[src/rtl/e203_thread_ctx_swap_if.sv]
// Context-switch handshake bundle between the switch controller, front-end,
// pipeline and ifetch on one side and the context-swap responder on the other.
interface e203_thread_ctx_swap_if #(
  parameter int THREADS_NUM = 2,
  parameter int PC_SIZE     = 32,
  parameter int CNT_W       = 16
);
  logic                   sw_req_valid;
  logic [THREADS_NUM-1:0] sw_req_thread;
  logic                   sw_req_ready;
  logic                   flush_req;
  logic                   flush_ack;
  logic                   pipe_empty;
  logic [PC_SIZE-1:0]     cur_pc;
  logic                   redir_valid;
  logic [PC_SIZE-1:0]     redir_pc;
  logic                   redir_ready;
  logic [THREADS_NUM-1:0] thread_active;
  logic                   busy;
  logic                   sw_done;
  logic [CNT_W-1:0]       sw_count;

  modport slave (
    input  sw_req_valid, sw_req_thread, flush_ack, pipe_empty, cur_pc, redir_ready,
    output sw_req_ready, flush_req, redir_valid, redir_pc, thread_active, busy,
           sw_done, sw_count
  );

  modport master (
    output sw_req_valid, sw_req_thread, flush_ack, pipe_empty, cur_pc, redir_ready,
    input  sw_req_ready, flush_req, redir_valid, redir_pc, thread_active, busy,
           sw_done, sw_count
  );
endinterface

[src/rtl/e203_thread_ctx_swap.sv]
// Responder for thread context switches: flush, drain, save outgoing PC,
// restore incoming PC, redirect fetch and update the active-thread vector.
//
// state | meaning
// IDLE  | ready for a switch request; no-op and invalid requests handled here
// FLUSH | flush_req asserted until the front-end acknowledges
// DRAIN | waiting for pipe_empty; bank swap and thread_active update on exit
// REDIR | redir_valid asserted with a stable redir_pc until ifetch accepts
module e203_thread_ctx_swap #(
  parameter int                THREADS_NUM = 2,
  parameter int                PC_SIZE     = 32,
  parameter logic [PC_SIZE-1:0] RESET_PC0  = 32'h8000_0000,
  parameter logic [PC_SIZE-1:0] RESET_PC1  = 32'h8000_1000,
  parameter int                CNT_W       = 16
) (
  input logic                 clk,
  input logic                 rst,
  e203_thread_ctx_swap_if.slave ctx
);

  localparam int IDX_W = (THREADS_NUM > 1) ? $clog2(THREADS_NUM) : 1;
  localparam logic [THREADS_NUM-1:0] ACTIVE_RST = THREADS_NUM'(1);

  typedef enum logic [1:0] {
    IDLE  = 2'd0,
    FLUSH = 2'd1,
    DRAIN = 2'd2,
    REDIR = 2'd3
  } state_t;

  state_t                 state_q, state_d;
  logic [THREADS_NUM-1:0] tgt_q, tgt_d;
  logic [THREADS_NUM-1:0] src_q, src_d;
  logic [THREADS_NUM-1:0] active_q, active_d;
  logic                   flush_q, flush_d;
  logic                   redir_valid_q, redir_valid_d;
  logic [PC_SIZE-1:0]     redir_pc_q, redir_pc_d;
  logic                   busy_q, busy_d;
  logic                   done_q, done_d;
  logic [CNT_W-1:0]       count_q, count_d;
  logic                   bank_we;
  logic [PC_SIZE-1:0]     bank [THREADS_NUM];
  logic                   req_onehot;

  function automatic logic [IDX_W-1:0] oh2idx(input logic [THREADS_NUM-1:0] oh);
    logic [IDX_W-1:0] idx;
    idx = '0;
    for (int i = 0; i < THREADS_NUM; i++) begin
      if (oh[i]) idx = idx | IDX_W'(i);
    end
    return idx;
  endfunction

  function automatic logic [PC_SIZE-1:0] reset_pc(input int i);
    return (i == 1) ? RESET_PC1 : RESET_PC0;
  endfunction

  assign req_onehot = (ctx.sw_req_thread != '0) &&
                      ((ctx.sw_req_thread & (ctx.sw_req_thread - THREADS_NUM'(1))) == '0);

  always_comb begin
    state_d       = state_q;
    tgt_d         = tgt_q;
    src_d         = src_q;
    active_d      = active_q;
    flush_d       = 1'b0;
    redir_valid_d = 1'b0;
    redir_pc_d    = redir_pc_q;
    done_d        = 1'b0;
    count_d       = count_q;
    bank_we       = 1'b0;

    case (state_q)
      IDLE: begin
        if (ctx.sw_req_valid) begin
          if (ctx.sw_req_thread == active_q) begin
            done_d = 1'b1;
          end else if (req_onehot) begin
            state_d = FLUSH;
            tgt_d   = ctx.sw_req_thread;
            src_d   = active_q;
            flush_d = 1'b1;
          end
        end
      end
      FLUSH: begin
        if (ctx.flush_ack) begin
          state_d = DRAIN;
        end else begin
          flush_d = 1'b1;
        end
      end
      DRAIN: begin
        if (ctx.pipe_empty) begin
          // tgt and src differ, so the save and restore never hit the same entry
          bank_we       = 1'b1;
          redir_pc_d    = bank[oh2idx(tgt_q)];
          active_d      = tgt_q;
          redir_valid_d = 1'b1;
          state_d       = REDIR;
        end
      end
      REDIR: begin
        if (ctx.redir_ready) begin
          state_d = IDLE;
          done_d  = 1'b1;
          count_d = (count_q == '1) ? count_q : count_q + CNT_W'(1);
        end else begin
          redir_valid_d = 1'b1;
        end
      end
      default: begin
        state_d = IDLE;
      end
    endcase

    busy_d = (state_d != IDLE);
  end

  always_ff @(posedge clk or posedge rst) begin
    if (rst) begin
      state_q       <= IDLE;
      tgt_q         <= ACTIVE_RST;
      src_q         <= ACTIVE_RST;
      active_q      <= ACTIVE_RST;
      flush_q       <= 1'b0;
      redir_valid_q <= 1'b0;
      redir_pc_q    <= '0;
      busy_q        <= 1'b0;
      done_q        <= 1'b0;
      count_q       <= '0;
      for (int i = 0; i < THREADS_NUM; i++) begin
        bank[i] <= reset_pc(i);
      end
    end else begin
      state_q       <= state_d;
      tgt_q         <= tgt_d;
      src_q         <= src_d;
      active_q      <= active_d;
      flush_q       <= flush_d;
      redir_valid_q <= redir_valid_d;
      redir_pc_q    <= redir_pc_d;
      busy_q        <= busy_d;
      done_q        <= done_d;
      count_q       <= count_d;
      if (bank_we) begin
        bank[oh2idx(src_q)] <= ctx.cur_pc;
      end
    end
  end

  assign ctx.sw_req_ready  = (state_q == IDLE);
  assign ctx.flush_req     = flush_q;
  assign ctx.redir_valid   = redir_valid_q;
  assign ctx.redir_pc      = redir_pc_q;
  assign ctx.thread_active = active_q;
  assign ctx.busy          = busy_q;
  assign ctx.sw_done       = done_q;
  assign ctx.sw_count      = count_q;

endmodule

[src/flat_wrapper.sv]
// flat-port wrapper written by rule: the top's interface ports become plain ports
module e203_thread_ctx_swap_flat 
#(
  parameter int                THREADS_NUM = 2,
  parameter int                PC_SIZE     = 32,
  parameter logic [PC_SIZE-1:0] RESET_PC0  = 32'h8000_0000,
  parameter logic [PC_SIZE-1:0] RESET_PC1  = 32'h8000_1000,
  parameter int                CNT_W       = 16
)
  (clk, rst, ctx_sw_req_valid, ctx_sw_req_thread, ctx_flush_ack, ctx_pipe_empty, ctx_cur_pc, ctx_redir_ready, ctx_sw_req_ready, ctx_flush_req, ctx_redir_valid, ctx_redir_pc, ctx_thread_active, ctx_busy, ctx_sw_done, ctx_sw_count);
  e203_thread_ctx_swap_if #(.THREADS_NUM(THREADS_NUM), .PC_SIZE(PC_SIZE), .CNT_W(CNT_W)) ctx_i ();
  input logic clk;
  input logic rst;
  input wire logic [$bits(ctx_i.sw_req_valid)-1:0] ctx_sw_req_valid;
  input wire logic [$bits(ctx_i.sw_req_thread)-1:0] ctx_sw_req_thread;
  input wire logic [$bits(ctx_i.flush_ack)-1:0] ctx_flush_ack;
  input wire logic [$bits(ctx_i.pipe_empty)-1:0] ctx_pipe_empty;
  input wire logic [$bits(ctx_i.cur_pc)-1:0] ctx_cur_pc;
  input wire logic [$bits(ctx_i.redir_ready)-1:0] ctx_redir_ready;
  output wire logic [$bits(ctx_i.sw_req_ready)-1:0] ctx_sw_req_ready;
  output wire logic [$bits(ctx_i.flush_req)-1:0] ctx_flush_req;
  output wire logic [$bits(ctx_i.redir_valid)-1:0] ctx_redir_valid;
  output wire logic [$bits(ctx_i.redir_pc)-1:0] ctx_redir_pc;
  output wire logic [$bits(ctx_i.thread_active)-1:0] ctx_thread_active;
  output wire logic [$bits(ctx_i.busy)-1:0] ctx_busy;
  output wire logic [$bits(ctx_i.sw_done)-1:0] ctx_sw_done;
  output wire logic [$bits(ctx_i.sw_count)-1:0] ctx_sw_count;
  assign ctx_i.sw_req_valid = ctx_sw_req_valid;
  assign ctx_i.sw_req_thread = ctx_sw_req_thread;
  assign ctx_i.flush_ack = ctx_flush_ack;
  assign ctx_i.pipe_empty = ctx_pipe_empty;
  assign ctx_i.cur_pc = ctx_cur_pc;
  assign ctx_i.redir_ready = ctx_redir_ready;
  assign ctx_sw_req_ready = ctx_i.sw_req_ready;
  assign ctx_flush_req = ctx_i.flush_req;
  assign ctx_redir_valid = ctx_i.redir_valid;
  assign ctx_redir_pc = ctx_i.redir_pc;
  assign ctx_thread_active = ctx_i.thread_active;
  assign ctx_busy = ctx_i.busy;
  assign ctx_sw_done = ctx_i.sw_done;
  assign ctx_sw_count = ctx_i.sw_count;
  e203_thread_ctx_swap #(.THREADS_NUM(THREADS_NUM), .PC_SIZE(PC_SIZE), .RESET_PC0(RESET_PC0), .RESET_PC1(RESET_PC1), .CNT_W(CNT_W)) u_core (.clk(clk), .rst(rst), .ctx(ctx_i));
endmodule
[config.mk]
export PLATFORM = sky130hd
export DESIGN_NAME = e203_thread_ctx_swap_flat
export DESIGN_NICKNAME = d
export VERILOG_FILES = /design/src/rtl/e203_thread_ctx_swap_if.sv /design/src/rtl/e203_thread_ctx_swap.sv /design/src/flat_wrapper.sv
export SDC_FILE = /design/constraint.sdc
export NUM_CORES = 1
export LEC_CHECK = 0
export CAP_MARGIN = 15
export CORE_UTILIZATION = 35
export DETAILED_ROUTE_END_ITERATION = 12
export SYNTH_ARGS = -nofsm -noshare
export SYNTH_HDL_FRONTEND = slang
export SYNTH_SLANG_ARGS = --single-unit
[constraint.sdc]
create_clock -name clk -period 3.92 [get_ports clk]
set_input_delay 0.784 -clock clk [delete_from_list [all_inputs] [get_ports clk]]
set_output_delay 0.784 -clock clk [all_outputs]
set_load 0.01 [all_outputs]
Word level (Yosys, flattened, before mapping)
Index checks and enable logic that the tools add are counted.

word-level totals
  flip-flop bits (word level) = 124
  input bits = 40

operators by class
  $add $sub $neg = 2
  magnitude comparators = 3
  eq/ne operators = 5
  multiplexer cells = 31
  bitwise operators = 5
  reductions and logical operators = 9

operators by type and width
  cell                                                        number
  two-way mux 32 bit                                          4
  bitwise mux 64 bit                                          1
  demux 32 bit (select 1 bit)                                 1
  adder 16 x 1 -> 16 bit, second input constant               1
  == test 16 bit, second input constant                       1
  two-way mux 1 bit                                           15
  two-way mux 2 bit                                           6
  one-hot mux 2 bit (4 select lines)                          1
  one-hot mux 1 bit (2 select lines)                          3
  == test 2 bit, second input constant                        2
  >= comparator 2 bit, second input constant                  2
  logical NOT 2 bit                                           2
  NOT 1 -> 2 bit                                              2
  AND reduction 4 bit                                         1
  nonzero test 2 bit                                          2
  AND reduction 3 bit                                         1
  AND 2 bit                                                   1
  == test 2 x 1 -> 1 bit, second input constant               1
  == test 2 bit                                               1
  logical AND 1 bit                                           2
  less-than comparator 2 x 1 -> 1 bit, second input constant  1
  NOT 1 bit                                                   2
  AND reduction 2 bit                                         1
  subtractor 2 x 1 -> 2 bit, second input constant            1

Logic depth before layout (Yosys ltp)
  depth after elaboration = 9
  gate-level depth with buffers = 8

Worst setup path before layout
No wires, ideal clock.

  path type = input to register
  start point = input ctx_pipe_empty
  end point = register u_core.bank[52] in the netlist's numbering
  setup time = 125 ps
  arrival = 1762 ps
  data required time = 3795 ps
  slack = 2033 ps
  cell stages on the path = 6
  cells stage by stage = and2_1 buf_2 nand2b_1 buf_2 buf_2 mux2_2

on the way
  longest elaborated chain between the ends = 2

RTL lines
  element                          line                         source
  from (decl)                      flat_wrapper.sv:17           input wire logic [$bits(ctx_i.pipe_empty)-1:0] ctx_pipe_empty;
  two-way mux 1 bit                e203_thread_ctx_swap.sv:94   if (ctx.pipe_empty) begin
  two-way mux 1 bit                e203_thread_ctx_swap.sv:73   case (state_q)
  to (signal, indexed assignment)  e203_thread_ctx_swap.sv:133  bank[i] <= reset_pc(i);
  to (signal, indexed assignment)  e203_thread_ctx_swap.sv:147  bank[oh2idx(src_q)] <= ctx.cur_pc;
  to (decl)                        e203_thread_ctx_swap.sv:42   logic [PC_SIZE-1:0] bank [THREADS_NUM];

No other way between the ends.
A chain may end at the register's enable or synchronous reset.

Worst setup path after layout
  start point = register u_core.state_q[1]
  end point = output ctx_sw_req_ready

on the way
  longest elaborated chain between the ends = 1

RTL lines
  element                 line                         source
  from (decl)             e203_thread_ctx_swap.sv:31   state_t state_q, state_d;
  from (signal assigned)  e203_thread_ctx_swap.sv:136  state_q <= state_d;
  logical NOT 2 bit       e203_thread_ctx_swap.sv:152  assign ctx.sw_req_ready = (state_q == IDLE);
  to (decl)               flat_wrapper.sv:20           output wire logic [$bits(ctx_i.sw_req_ready)-1:0] ctx_sw_req_ready;

No other way between the ends.

==> impl_metrics.env <==
export IMPL_status="finished clean"
export IMPL_dominantRegCellSynth="dfrtp_1"
export IMPL_wl_per_cell_um=15.3
export IMPL_hold_path_class="register to register"
export IMPL_grt_pass1_vias=3541
export IMPL_period_share=0.667
export IMPL_fin_hold_ws_ns=0.496
export IMPL_finalCriticalPeriod_ns=2.62
export IMPL_grt_pass1_wl_um=17600
export IMPL_cts_resized=0
export IMPL_skew_ns=0.00479
export IMPL_final_fill_count=1365
export IMPL_hold_depth=1
export IMPL_maxCapViolCount=0
export IMPL_max_clock_path_buffers=2
export IMPL_hold_viol=0
export IMPL_cts_made_buffers=17
export IMPL_wl_um=10700
export IMPL_gr_usage_all_layers=0.155
export IMPL_dp_hpwl_um=7130
export IMPL_arrival_ns=1.83
export IMPL_setup_viol=0
export IMPL_ys_warn_count=0
export IMPL_drtAntennaViolNets=0
export IMPL_path_delay_family="buffers and inverters"
export IMPL_cts_root_buf="clkbuf_16"
export IMPL_via_per_inst=4.95
export IMPL_slew_headroom=0.282
export IMPL_path_cells="inv_1 > ha_1 > clkdlybuf4s50_1"
export IMPL_avgSynthCellArea_um2=12.9
export IMPL_layout_commonest_cell="dfrtp_1"
export IMPL_cts_sinks=123
export IMPL_worst_pin_slew_ns=1.08
export IMPL_p_leak_nw=3.16
export IMPL_r2r_cells=6
export IMPL_place_gp_congestion=0.825
export IMPL_start_kind="register"
export IMPL_cts_max_level=4
export IMPL_crit_buf_inv=2
export IMPL_num_vias=3464
export IMPL_rsz0062_at_grt="false"
export IMPL_drt_initial_drc_count=152
export IMPL_ys_types=42
export IMPL_power_density_nw_per_um2=748
export IMPL_cpMaxStageDelayCell="clkdlybuf4s50_1"
export IMPL_cp_depth=3
export IMPL_start_util=0.359
export IMPL_multi_input_area_um2=2030
export IMPL_cp_max_fo=6
export IMPL_placedInstanceArea_um2=6350
export IMPL_final_net_count=549
export IMPL_synth_async_reset_ratio=1.00
export IMPL_critPathKind="register to primary output"
export IMPL_layout_common_cells="117 x dfrtp_1, 94 x clkdlybuf4s50_1, 68 x mux2_2"
export IMPL_postCtsSetupBuffers=0
export IMPL_port_buffers=94
export IMPL_ys_ff_latch=123
export IMPL_die_area_um2=15400
export IMPL_io_pins=95
export IMPL_core_area_um2=14500
export IMPL_grt_antenna_before_repair=0
export IMPL_required_ns=3.14
export IMPL_clkTransAtPathRegs_ns=0.05
export IMPL_end_kind="primary output"
export IMPL_placementRows=44
export IMPL_final_area_um2=6940
export IMPL_syn2layout_area_growth_pct=33.1
export IMPL_synth_area_um2=5220
export IMPL_die_h_um=124
export IMPL_overflow=0
export IMPL_drv_slew=0
export IMPL_hold_buffers=0
export IMPL_clock_latency_ns=0.41
export IMPL_ir_worst_vdd_uv=351
export IMPL_syn_inst=405
export IMPL_synth_nets=450
export IMPL_timing_fmax_ghz=0.382
export IMPL_seq_area_frac_synth=0.591
export IMPL_regArea_um2=3090
export IMPL_cts_tree="done"
export IMPL_die_w_um=124
export IMPL_synth_edf_count=0
export IMPL_cp_slowest_stage_delay_ns=0.58
export IMPL_drc=0
export IMPL_timing_setup_tns_ns=0
export IMPL_num_antenna_cells=0
export IMPL_drt_pass1_iter_count=4
export IMPL_drive_gt1_frac=0.234
export IMPL_grt_max_degree=38
-- through the flow --
| step | worst slack [ns] | power [W] | instances | util |
|---|---|---|---|---|
| global route | 1.23 | 0.00551 | 700 | 0.478 |
| global placement | 0.980 | 0.00364 | 669 | 0.437 |
| detailed placement | 0.945 | 0.00370 | 669 | 0.437 |
| finish | 1.30 | 0.00519 | 700 | 0.478 |
| floorplan | 1.63 | 0.00299 | 405 | - |
| CTS | 1.28 | 0.00526 | 700 | 0.478 |
-- logic make-up (layout without fill, tap and decap cells) --
group                    after synthesis  in the layout  share of synthesized area
flip-flops                           123            123                      0.591
multiplexers                         104            104                      0.217
AND/OR/NAND/NOR                       87             87                     0.0873
AO/OA/AOI/OAI                         50             50                     0.0523
buffers and inverters                 25            136                     0.0211
XOR/XNOR                              11             11                     0.0185
adder cells (fa/ha/maj)                5              5                     0.0120
-- registers in the layout, indices dropped and copies added (netlist names) --
signal and count:
u_core.ctx.thread_active 2, u_core.ctx.sw_count 16, u_core.ctx.sw_done 1, u_core.ctx.redir_pc 32, u_core.ctx.busy 1, u_core.tgt_q 2
u_core.bank 64, u_core.ctx.redir_valid 1, u_core.ctx.flush_req 1, u_core.src_q 1, u_core.state_q 2
-- power breakdown --
part	switching [W]	internal, W
Sequential	0.000363	0.00177
Clock	0.000525	0.00101
Combinational	0.000595	0.000930
-- metal layers --
layer / vias up / global-route usage / wire length [um]
li1: 1627 / - / -
met1: 1736 / 0.191 / 4880
met2: 86 / 0.249 / 5090
met3: 15 / 0.0504 / 587
met4: 0 / 0.0685 / 183
met5: - / 0 / 0
-- final timing paths --
| path | startpoint | end | slack (ns) |
|---|---|---|---|
| worst max-delay path | u_core.state_q[1] | ctx_sw_req_ready | 1.30 |
| worst min-delay path | u_core.bank[55] | u_core.bank[55] | 0.50 |
| worst max register to register | u_core.state_q[0] | u_core.bank[20] | 1.48 |
| worst min register to register | u_core.bank[55] | u_core.bank[55] | 0.50 |
| max in group asynchronous | rst | u_core.bank[12] | 2.22 |
| min in group asynchronous | rst | u_core.tgt_q[1] | 0.82 |
-- Yosys cell counts, types with 2 or more instances --
| library cell | count | share of area |
|---|---|---|
| nor3_1 | 5 | 0.0048 |
| and3_1 | 3 | 0.0036 |
| nand4_1 | 4 | 0.0048 |
| inv_1 | 5 | 0.0036 |
| nand3_1 | 3 | 0.0029 |
| buf_1 | 3 | 0.0022 |
| a21oi_1 | 36 | 0.035 |
| buf_2 | 13 | 0.012 |
| mux2i_1 | 33 | 0.063 |
| xnor2_1 | 5 | 0.0084 |
| ha_1 | 5 | 0.012 |
| nor2_1 | 37 | 0.027 |
| xor2_1 | 6 | 0.010 |
| nor2b_1 | 4 | 0.0048 |
| nand2b_1 | 4 | 0.0048 |
| mux2_2 | 68 | 0.15 |
| dfstp_2 | 5 | 0.025 |
| and4_1 | 2 | 0.0034 |
| mux2_1 | 2 | 0.0043 |
| nand2_1 | 11 | 0.0079 |
| clkbuf_1 | 4 | 0.0029 |
| dfrtp_1 | 118 | 0.57 |
| or2_2 | 3 | 0.0036 |
| and2_1 | 4 | 0.0048 |
| o21ai_0 | 5 | 0.0048 |
-- area by class of cell --
cell class                      count  area share
Inverter                            5     0.00324
Timing Repair Buffer              100       0.142
Clock buffer                       24      0.0723
Sequential cell                   123       0.445
Multi-Input combinational cell    257       0.292
Clock inverter                      7      0.0126
Tap cell                          184      0.0332
(Power assumes the default switching activity.)
